## config.mk

```make
export PLATFORM = sky130hd
export DESIGN_NAME = uart_host_sm
export DESIGN_NICKNAME = d
export VERILOG_FILES = /design/src/rtl/uart_host_sm.sv
export SDC_FILE = /design/constraint.sdc
export NUM_CORES = 1
export LEC_CHECK = 0
export CORE_MARGIN = 4
export CORE_UTILIZATION = 50
export DETAILED_ROUTE_END_ITERATION = 10
export HOLD_SLACK_MARGIN = 0.12
export PLACE_DENSITY = 0.89
export SLEW_MARGIN = 20
export SYNTH_ARGS = -nofsm -noshare
export SYNTH_HDL_FRONTEND = slang
export SYNTH_SLANG_ARGS = --single-unit
```

## constraint.sdc

```tcl
create_clock -name clk_i -period 8.59 [get_ports clk_i]
set_input_delay 1.718 -clock clk_i [delete_from_list [all_inputs] [get_ports clk_i]]
set_output_delay 1.718 -clock clk_i [all_outputs]
set_load 0.03 [all_outputs]
```

## src/rtl/uart_host_sm.sv

```systemverilog
// uart_host_sm: host-side initiator for the UART ALU packet protocol.
// Sends a 4-byte header (opcode, 0x00, len LSB, len MSB) and the payload
// bytes to the UART transmitter, then collects a 4-byte big-endian result
// from the receiver and presents it as a 32-bit word.
module uart_host_sm #(
  parameter int datawidth_p      = 8,
  parameter int timeout_cycles_p = 1000000
) (
  input  logic                   clk_i,
  input  logic                   rst_i,
  input  logic                   cmd_valid_i,
  output logic                   cmd_ready_o,
  input  logic [7:0]             cmd_opcode_i,
  input  logic [15:0]            cmd_len_i,
  input  logic [datawidth_p-1:0] op_data_i,
  input  logic                   op_valid_i,
  output logic                   op_ready_o,
  output logic [datawidth_p-1:0] tx_data_o,
  output logic                   tx_valid_o,
  input  logic                   tx_ready_i,
  input  logic [datawidth_p-1:0] rx_data_i,
  input  logic                   rx_valid_i,
  output logic                   rx_ready_o,
  output logic [31:0]            result_o,
  output logic                   result_valid_o,
  input  logic                   result_ready_i,
  output logic                   busy_o,
  output logic                   timeout_o
);

  // Idle-cycle counter runs 0 .. timeout_cycles_p-1; the abort fires on the
  // idle cycle that would take it to timeout_cycles_p.
  localparam int TW = (timeout_cycles_p > 1) ? $clog2(timeout_cycles_p) : 1;
  localparam logic [TW-1:0] TLIMIT = TW'(timeout_cycles_p - 1);

  typedef enum logic [2:0] {
    StIdle,
    StSendOp,
    StSendRsvd,
    StSendLenLsb,
    StSendLenMsb,
    StSendPayload,
    StRecv,
    StResult
  } state_t;

  state_t        r_state;
  logic [7:0]    r_opcode;
  logic [15:0]   r_len;
  logic [15:0]   r_pay_cnt;
  logic [1:0]    r_idx;
  logic [31:0]   r_shift;
  logic [TW-1:0] r_tcnt;
  logic          r_timeout;

  logic w_tx_hs;
  logic w_rx_hs;

  assign cmd_ready_o    = (r_state == StIdle);
  assign busy_o         = (r_state != StIdle);
  assign rx_ready_o     = (r_state == StRecv);
  assign op_ready_o     = (r_state == StSendPayload) ? tx_ready_i : 1'b0;
  assign result_valid_o = (r_state == StResult);
  assign result_o       = r_shift;
  assign timeout_o      = r_timeout;

  assign w_tx_hs = tx_valid_o && tx_ready_i;
  assign w_rx_hs = rx_valid_i && rx_ready_o;

  // Transmit byte mux: header bytes come from latched registers, payload
  // bytes pass straight through from the operand source.
  always_comb begin
    tx_data_o  = '0;
    tx_valid_o = 1'b0;
    case (r_state)
      StSendOp: begin
        tx_data_o  = datawidth_p'(r_opcode);
        tx_valid_o = 1'b1;
      end
      StSendRsvd: begin
        tx_data_o  = '0;
        tx_valid_o = 1'b1;
      end
      StSendLenLsb: begin
        tx_data_o  = datawidth_p'(r_len[7:0]);
        tx_valid_o = 1'b1;
      end
      StSendLenMsb: begin
        tx_data_o  = datawidth_p'(r_len[15:8]);
        tx_valid_o = 1'b1;
      end
      StSendPayload: begin
        tx_data_o  = op_data_i;
        tx_valid_o = op_valid_i;
      end
      default: begin
        tx_data_o  = '0;
        tx_valid_o = 1'b0;
      end
    endcase
  end

  // Main sequencer: command latch, header/payload send, result collect, timeout.
  always_ff @(posedge clk_i or posedge rst_i) begin
    if (rst_i) begin
      r_state   <= StIdle;
      r_opcode  <= '0;
      r_len     <= '0;
      r_pay_cnt <= '0;
      r_idx     <= '0;
      r_shift   <= '0;
      r_tcnt    <= '0;
      r_timeout <= 1'b0;
    end else begin
      r_timeout <= 1'b0;
      case (r_state)
        StIdle: begin
          if (cmd_valid_i) begin
            r_opcode  <= cmd_opcode_i;
            r_len     <= cmd_len_i;
            r_pay_cnt <= (cmd_len_i < 16'd4) ? 16'd0 : cmd_len_i - 16'd4;
            r_shift   <= '0;
            r_state   <= StSendOp;
          end
        end
        StSendOp: begin
          if (w_tx_hs) r_state <= StSendRsvd;
        end
        StSendRsvd: begin
          if (w_tx_hs) r_state <= StSendLenLsb;
        end
        StSendLenLsb: begin
          if (w_tx_hs) r_state <= StSendLenMsb;
        end
        StSendLenMsb: begin
          if (w_tx_hs) begin
            r_idx  <= '0;
            r_tcnt <= '0;
            r_state <= (r_pay_cnt != 16'd0) ? StSendPayload : StRecv;
          end
        end
        StSendPayload: begin
          if (w_tx_hs) begin
            r_pay_cnt <= r_pay_cnt - 16'd1;
            if (r_pay_cnt == 16'd1) begin
              r_idx   <= '0;
              r_tcnt  <= '0;
              r_state <= StRecv;
            end
          end
        end
        StRecv: begin
          if (w_rx_hs) begin
            // A byte arriving on the limit cycle still wins over the timeout.
            r_shift <= {r_shift[23:0], rx_data_i[7:0]};
            r_idx   <= r_idx + 2'd1;
            r_tcnt  <= '0;
            if (r_idx == 2'd3) r_state <= StResult;
          end else if (r_tcnt == TLIMIT) begin
            r_timeout <= 1'b1;
            r_shift   <= '0;
            r_tcnt    <= '0;
            r_state   <= StIdle;
          end else begin
            r_tcnt <= r_tcnt + 1'b1;
          end
        end
        StResult: begin
          if (result_ready_i) r_state <= StIdle;
        end
        default: r_state <= StIdle;
      endcase
    end
  end

endmodule

```

# Word-level counts from Yosys, hierarchy flattened
# Index checks and enable logic that the tools add are counted.
# totals
regBits,98
word_cells,87
in_bits,47
romBits,0
latch_bits,0
memories,0
mem_bits_rw,0
# classes
magnitude_cmp,1
n_eq_ne,21
addsub,4
mux,38
n_div,0
bitwise_logic,0
mul,0
n_shift,0
n_reduce_logical,15
# op_table
cell,count
$mux W20,5
$mux W32,3
$pmux W32 S2,1
$pmux W20 S3,1
$mux W16,3
$mux W3,11
$pmux W16 S2,1
$pmux W8 S4,1
$pmux W3 S8,1
$add A20 B1 Y20 const B,1
$eq A20 B20 Y1 const B,1
$eq A16 B1 Y1 const B,1
$lt A16 B3 Y1 const B,1
$reduce_bool A16 Y1,1
$sub A16 B1 Y16 const B,1
$sub A16 B3 Y16 const B,1
$eq A3 B3 Y1 const B,4
$ne A2 B2 Y1 const B,6
$mux W2,5
$reduce_and A10 Y1,1
$eq A3 B2 Y1 const B,2
$ne A2 B1 Y1 const B,3
$pmux W2 S3,1
$reduce_and A3 Y1,2
15 further kinds,21

# Longest topological paths before layout
# Gate-level depths: netlist of the first run.
# depth
ltp_word,6
ltp_mapped,8
mapped_depth_nobuf,7

# Worst setup path before layout of the first run
# Ideal clock, no wire load.
# synth_path
path_type,input-to-output
startpoint,input op_valid_i
endpoint,output tx_valid_o
arrival_time_ps,2310
stages,3
slack_ps,4562
n_path_buf,0
required_time_ps,6872
cell_sequence,nor2b_1 -> o21a_1 -> nor2_1
# synth_between
elab_chain_len,1
# synth_rtl
element,line_no,rtl
from (decl),16,"input logic op_valid_i,"
$pmux W1 S2,75,case (r_state)
to (decl),19,"output logic tx_valid_o,"
# No other way between the ends.

# Worst setup path in the final report of the first run
# layout_path
startpoint,register r_state[2]
endpoint,output op_ready_o
# layout_between
elab_chain_len,2
# layout_rtl
element,line_no,rtl
from (decl),47,state_t r_state;
from (signal assigned),106,r_state <= StIdle;
from (signal assigned),123,r_state <= StSendOp;
from (signal assigned),127,if (w_tx_hs) r_state <= StSendRsvd;
$eq A3 B3 Y1,62,assign op_ready_o = (r_state == StSendPayload) ? tx_ready_i : 1'b0;
$mux W1,62,
to (decl),17,"output logic op_ready_o,"
# No other way between the ends.

==> metrics, run 1 <==
clock slew seen by the registers of the worst setup and hold paths=roughly 0.090 ns; post-cts gate resize count=0; cell area after layout=0.00639 mm^2; Netlist cell types=58; Worst-Margin Slew=1.06 ns; most frequent cell after synthesis=dfrtp_1; Mean Syn Cell Area=10.0 um^2; Hold Vio Cnt, Final=0; vias in the first global route=4415; Buffers on Ports=93; worst endpoint required time=around 6.9 ns; Initial Util=0.522; WP data arrival=about 3.4 ns; GRT Util Overall=0.234; Layout area overhead=23.0%; hpwl dp=9.53 mm; wire per inst=18.3 um; core footprint=0.00995 mm^2; f_max=0.196 GHz; Post-synth top cells=98 x dfrtp_1, 41 x a22o_1, 41 x nand2_1; Post-CTS Setup Bufs=0; Post-synth EDFFs=0; first-pass GRT wire length=22.1 mm; Async SR Flop Fraction=1.00; synthesis-stage register bit count=roughly 100; Cells after Synth=520; mapped cell area=about 0.0052 mm^2; WL met3=about 1 mm; routability cong.=0.900; fin. max-slew vios=0; CP Class=flop to output port; Area after DPL=0.00617 mm^2; drt first-iter violations=409; maxcap violations=0; PwrDens=306 mW/mm^2; Vias/cell=6.16; worst-path cell chain=nor2b_1 -> nand2_1 -> nor2_1 -> clkdlybuf4s50_1; Startpoint Class=flop; Clock Path Buffers=2; status=finished, final reports clean; Area contributors post-synth=dfrtp_1 47%, a22o_1 6.9%, mux2_2 5.4%; Die ar.=between 0.01 and 0.015 mm^2; top sig layer=met4; Total Power=1.96 mW; TritonCTS buffer count=9; cell taking the most area after synthesis=dfrtp_1; Critical Path Sink Type=output port; share of cells above drive strength 1=0.0972; vias=4500; Mapped Nets=572; total gr overflow=0; P_leak=2.58 nW; die height=110 um; H-tree depth=3; Synth top area share=0.472; Die Width=110 um; CTS tree=yes; largest net degree at the start of global routing=54; HP Class=flop to flop; synth warn=0; final period utilization=0.594; peak supply drop=0.000235 V; met2 WL post-DR=around 6 mm; register area share after synthesis=0.472; Final Net Count=644; clock sinks=98; DRC=0; RSZ-0062 raised after global routing=false; final period demand of the worst path=5.11 ns; crit path max fanout=24; Slew headroom=0.290; leading register cell type out of synthesis=dfrtp_1; crit-path max cell delay=approximately 0.8 ns; DRT Pass-1 Iters=5; antenna cells=0; root cell of the clock tree=clkbuf_8; Worst Skew=~0.0093 ns; Routed WL=13.4 mm; post-route ant nets=0; Final Setup Violations=0; M1 WL=6.00 mm; I/O pin total=94; antenna violations before repair=0; Setup Total Neg Slack=0 ns; Post-CTS Hold Buffers=0; Crit-path slowest cell=dfrtp_1; clk_lat worst skew=0.37 ns; Rows=36
cells by family (layout without fill, tap and decap cells):
logic type                 after synthesis  in the layout  synth area share
xor gates and xnor gates                10             10            0.0169
buffers and inverters                   52            129            0.0438
and+or+nand+nor                        173            173             0.181
adders and majority gates                5              5            0.0120
AOI/OAI and AO/OA                      148            148             0.203
muxes                                   34             34            0.0715
DFF                                     98             98             0.472
routing by layer:
layer,track usage,vias to the layer above
li1,-,2090
met1,0.322,2200
met2,0.361,185
met3,0.0476,25
met4,0.0935,0
met5,0,-
critical path, delay by kind of cell, from the launching register on:
| family | cells | cell delay (ns) |
|---|---|---|
| AND/OR/NAND/NOR | 3 | 1.49 |
| flip-flops | 1 | 0.79 |
| buffers and inverters | 1 | 0.74 |
cell usage in the layout, fill, tap and decap left out, types with 15 or more instances in the layout:
cell type,n
nor2_1,34
a21oi_1,16
o21ai_0,36
inv_1,15
a22o_1,41
nand2_1,41
nand3_1,16
clkdlybuf4s50_1,93
dfrtp_1,98
mux2_2,25
area by class of cell:
type	count	area, um^2
Tap cell	133	166
Inverter	16	61.3
Clock inverter	6	97.6
Multi-Input combinational cell	370	2530
Timing Repair Buffer	97	961
Fill cell	801	3560
Clock buffer	10	128
Sequential cell	98	2450
state kept, by name (all words and copies together) (netlist names):
signal and count:
r_idx 2, r_len 16, r_opcode 8, r_pay_cnt 16, r_state 3, r_tcnt 20
result_o 32, timeout_o 1
report_power, final:
group / switching (mW) / total, mW / leakage, nW / internal, mW
combinational: 0.476 / 0.851 / 1.19 / 0.375
clock: 0.170 / 0.339 / 0.113 / 0.169
sequential: 0.166 / 0.767 / 1.28 / 0.601
total: 0.812 / 1.96 / 2.58 / 1.14
stage by stage:
step | setup slack (ns) | hold slack (ns) | util | instances
after CTS | 3.55 | 0.491 | 0.642 | 730
after floorplan | 4.31 | 0.446 | - | 520
after global placement | 3.63 | 0.458 | 0.620 | 714
after detailed placement | 3.63 | 0.476 | 0.620 | 714
final | 3.48 | 0.486 | 0.642 | 730
after global routing | 3.29 | 0.535 | 0.642 | 730
worst paths after layout:
| check | start | end | slack [ns] | cells after the start |
|---|---|---|---|---|
| min in group asynchronous | rst_i | result_o[4] | 1.79 | 2 |
| hold reg to reg | r_tcnt[18] | r_tcnt[18] | 0.49 | 1 |
| max in group asynchronous | rst_i | result_o[11] | 5.67 | 3 |
| setup reg to reg | r_state[2] | result_o[25] | 5.30 | 5 |
| setup / recovery | r_state[2] | op_ready_o | 3.48 | 4 |
| hold / removal | r_tcnt[18] | r_tcnt[18] | 0.49 | 1 |
No activity file was read; power rests on OpenSTA's default activity.
==> inputs of run 2 (changes only) <==
==> constraint.sdc (replaced) <==
create_clock -name clk_i -period 5 [get_ports clk_i]
set_input_delay 1 -clock clk_i [delete_from_list [all_inputs] [get_ports clk_i]]
set_output_delay 1 -clock clk_i [all_outputs]
set_load 0.03 [all_outputs]
==> metrics, run 2 (synthesized netlist as in run 1, its figures left out) <==
status=finished, final reports clean; antenna violations before repair=0 (unchanged); GRT Util Overall=0.227 (-0.00689); WHS Path Cells=1 (unchanged); P_leak=2.57 nW (-0.40%); most frequent cells in the layout=98 x dfrtp_1, 93 x clkdlybuf4s50_1, 41 x a22o_1, 41 x nand2_1, 36 x o21ai_0; post-route ant nets=0 (unchanged); Min-Delay Startpoint=r_idx[0]; worst r2r src=r_state[2]; Routed WL=13.1 mm (-1.8%); Startpoint Class=flop; post-cts gate resize count=0 (unchanged); R2R depth=5 (unchanged); crit-path max cell delay=0.75 ns (-0.04 ns); pre-CTS worst setup slack=1.12 ns (-2.52 ns); antenna cells=0 (unchanged); hpwl dp=9.42 mm (-1.1%); Initial Util=0.522 (unchanged); DRC=0 (unchanged); reg-to-reg endpoint=result_o[11]; Crit-path slowest cell=clkdlybuf4s50_1; most common cell after layout, fill and taps aside=dfrtp_1; sequential power share=0.399 (+0.007); f_max=0.231 GHz; met1 Use GR=0.332 (+0.0103); Post-CTS Setup Bufs=0 (unchanged); peak supply drop=0.000455 V (+93%); CP Class=flop to output port; HP Class=flop to flop; Post-CTS Hold Buffers=0 (unchanged); Clock Path Buffers=2 (unchanged); Clk pwr share=0.159 (-0.014); crit path max fanout=24 (unchanged); Hold Vio Cnt, Final=0 (unchanged); GR Util met2=0.334 (-0.0273); die height=110 um (unchanged); Die Width=110 um (unchanged); final period utilization=0.865; clock sinks=98 (unchanged); switching share of power=0.415 (about the same); WP data arrival=3.33 ns (-0.06 ns); Setup Total Neg Slack=0 ns (unchanged); final period demand of the worst path=4.33 ns; Buffers on Ports=93 (unchanged); Worst-Margin Slew=1.07 ns (+0.00773 ns); first-pass GRT wire length=21.5 mm (-2.7%); Critical Path Sink Type=output port; Area after DPL=0.00618 mm^2 (+0.24%); routability cong.=0.916 (+1.8%); I/O pin total=94 (unchanged); wire per inst=17.9 um (-2.1%); Reg2Reg Setup Slack=1.86 ns (-3.44 ns); Vias/cell=6.17 (+0.15%); worst-path cell chain=nor2b_1 -> nand2_1 -> nor2_1 -> clkdlybuf4s50_1; Hold Path End=r_idx[0]; Largest register FFs=32 (unchanged); worst endpoint required time=4.00 ns (-2.87 ns); DRT Pass-1 Iters=7 (+2); RSZ-0062 raised after global routing=false; vias in the first global route=4215 (-4.5%); Rows=36 (unchanged); drt first-iter violations=549 (+34%); clock slew seen by the registers of the worst setup and hold paths=0.10 ns (about the same); largest net degree at the start of global routing=44 (-19%); global-route layer with the greatest usage=met2; fin. max-slew vios=0 (unchanged); CTS tree=yes; maxcap violations=0 (unchanged); switching pwr=1.36 mW (+68%); Final Setup Violations=0 (unchanged); Die ar.=0.0121 mm^2 (unchanged); met3 Resource Use GR=0.0346 (-0.0129); PwrDens=515 mW/mm^2 (+68%); Slew headroom=0.285 (-0.00516); H-tree depth=3 (unchanged); Worst Skew=0.00873 ns (-0.000599 ns); Layout area overhead=22.8%; Final Net Count=646 (+0.31%); Setup WS post-layout=0.673 ns (-2.81 ns); core footprint=0.00995 mm^2 (unchanged); Pint=1.92 mW (+68%); TritonCTS buffer count=9 (unchanged); Comb power frac=0.442 (+0.007); vias=4519 (+0.42%); share of cells above drive strength 1=0.0985 (+0.00135); clk_lat worst skew=0.36 ns (about the same); total gr overflow=0 (unchanged); cell area after layout=0.00638 mm^2 (-0.14%); root cell of the clock tree=clkbuf_8
run 2: through the flow:
stage,utilization,power [mW],std cells,hold WS [ns]
6_report,0.641,3.29,732,0.480
5_1_grt,0.641,3.49,732,0.486
4_1_cts,0.641,3.29,732,0.480
3_5_place_dp,0.621,2.76,716,0.467
3_3_place_gp,0.621,2.71,716,0.457
2_1_floorplan,-,2.29,520,0.446
run 2: layer usage:
layer | vias up | share of wire
li1 | 2097 | -
met1 | 2169 | 0.45
met2 | 222 | 0.44
met3 | 31 | 0.074
met4 | 0 | 0.027
met5 | - | 0
run 2: area by class of cell:
cell class	instances	area, um^2
Clock buffer	11	141
Clock inverter	5	61.3
Fill cell	790	3570
Inverter	16	61.3
Multi-Input combinational cell	370	2530
Sequential cell	98	2450
Tap cell	133	166
Timing Repair Buffer	99	976
run 2: how the worst max path moves through the flow:
stage,startpoint,to,slack [ns],depth (start not counted)
floorplan,rst_i,r_idx[0],1.44,1
global placement,r_state[2],op_ready_o,1.32,4
detailed placement,r_state[2],op_ready_o,1.12,4
CTS,r_state[2],op_ready_o,0.73,4
global route,r_state[2],op_ready_o,0.46,4
finish,r_state[2],op_ready_o,0.67,4
run 2: power groups by stage:
stage          registers [mW]  clock network, mW  logic (mW)
2_1_floorplan            1.28                  0        1.00
3_3_place_gp             1.30                  0        1.40
3_5_place_dp             1.32                  0        1.44
4_1_cts                  1.30              0.534        1.45
5_1_grt                  1.35              0.568        1.58
6_report                 1.31              0.523        1.45
run 2: worst max-delay path, delay by kind of cell, from the launching register on:
kind | cells | cell delay [ns]
buf+inv | 1 | 0.75
flops | 1 | 0.73
simple gates | 3 | 1.49
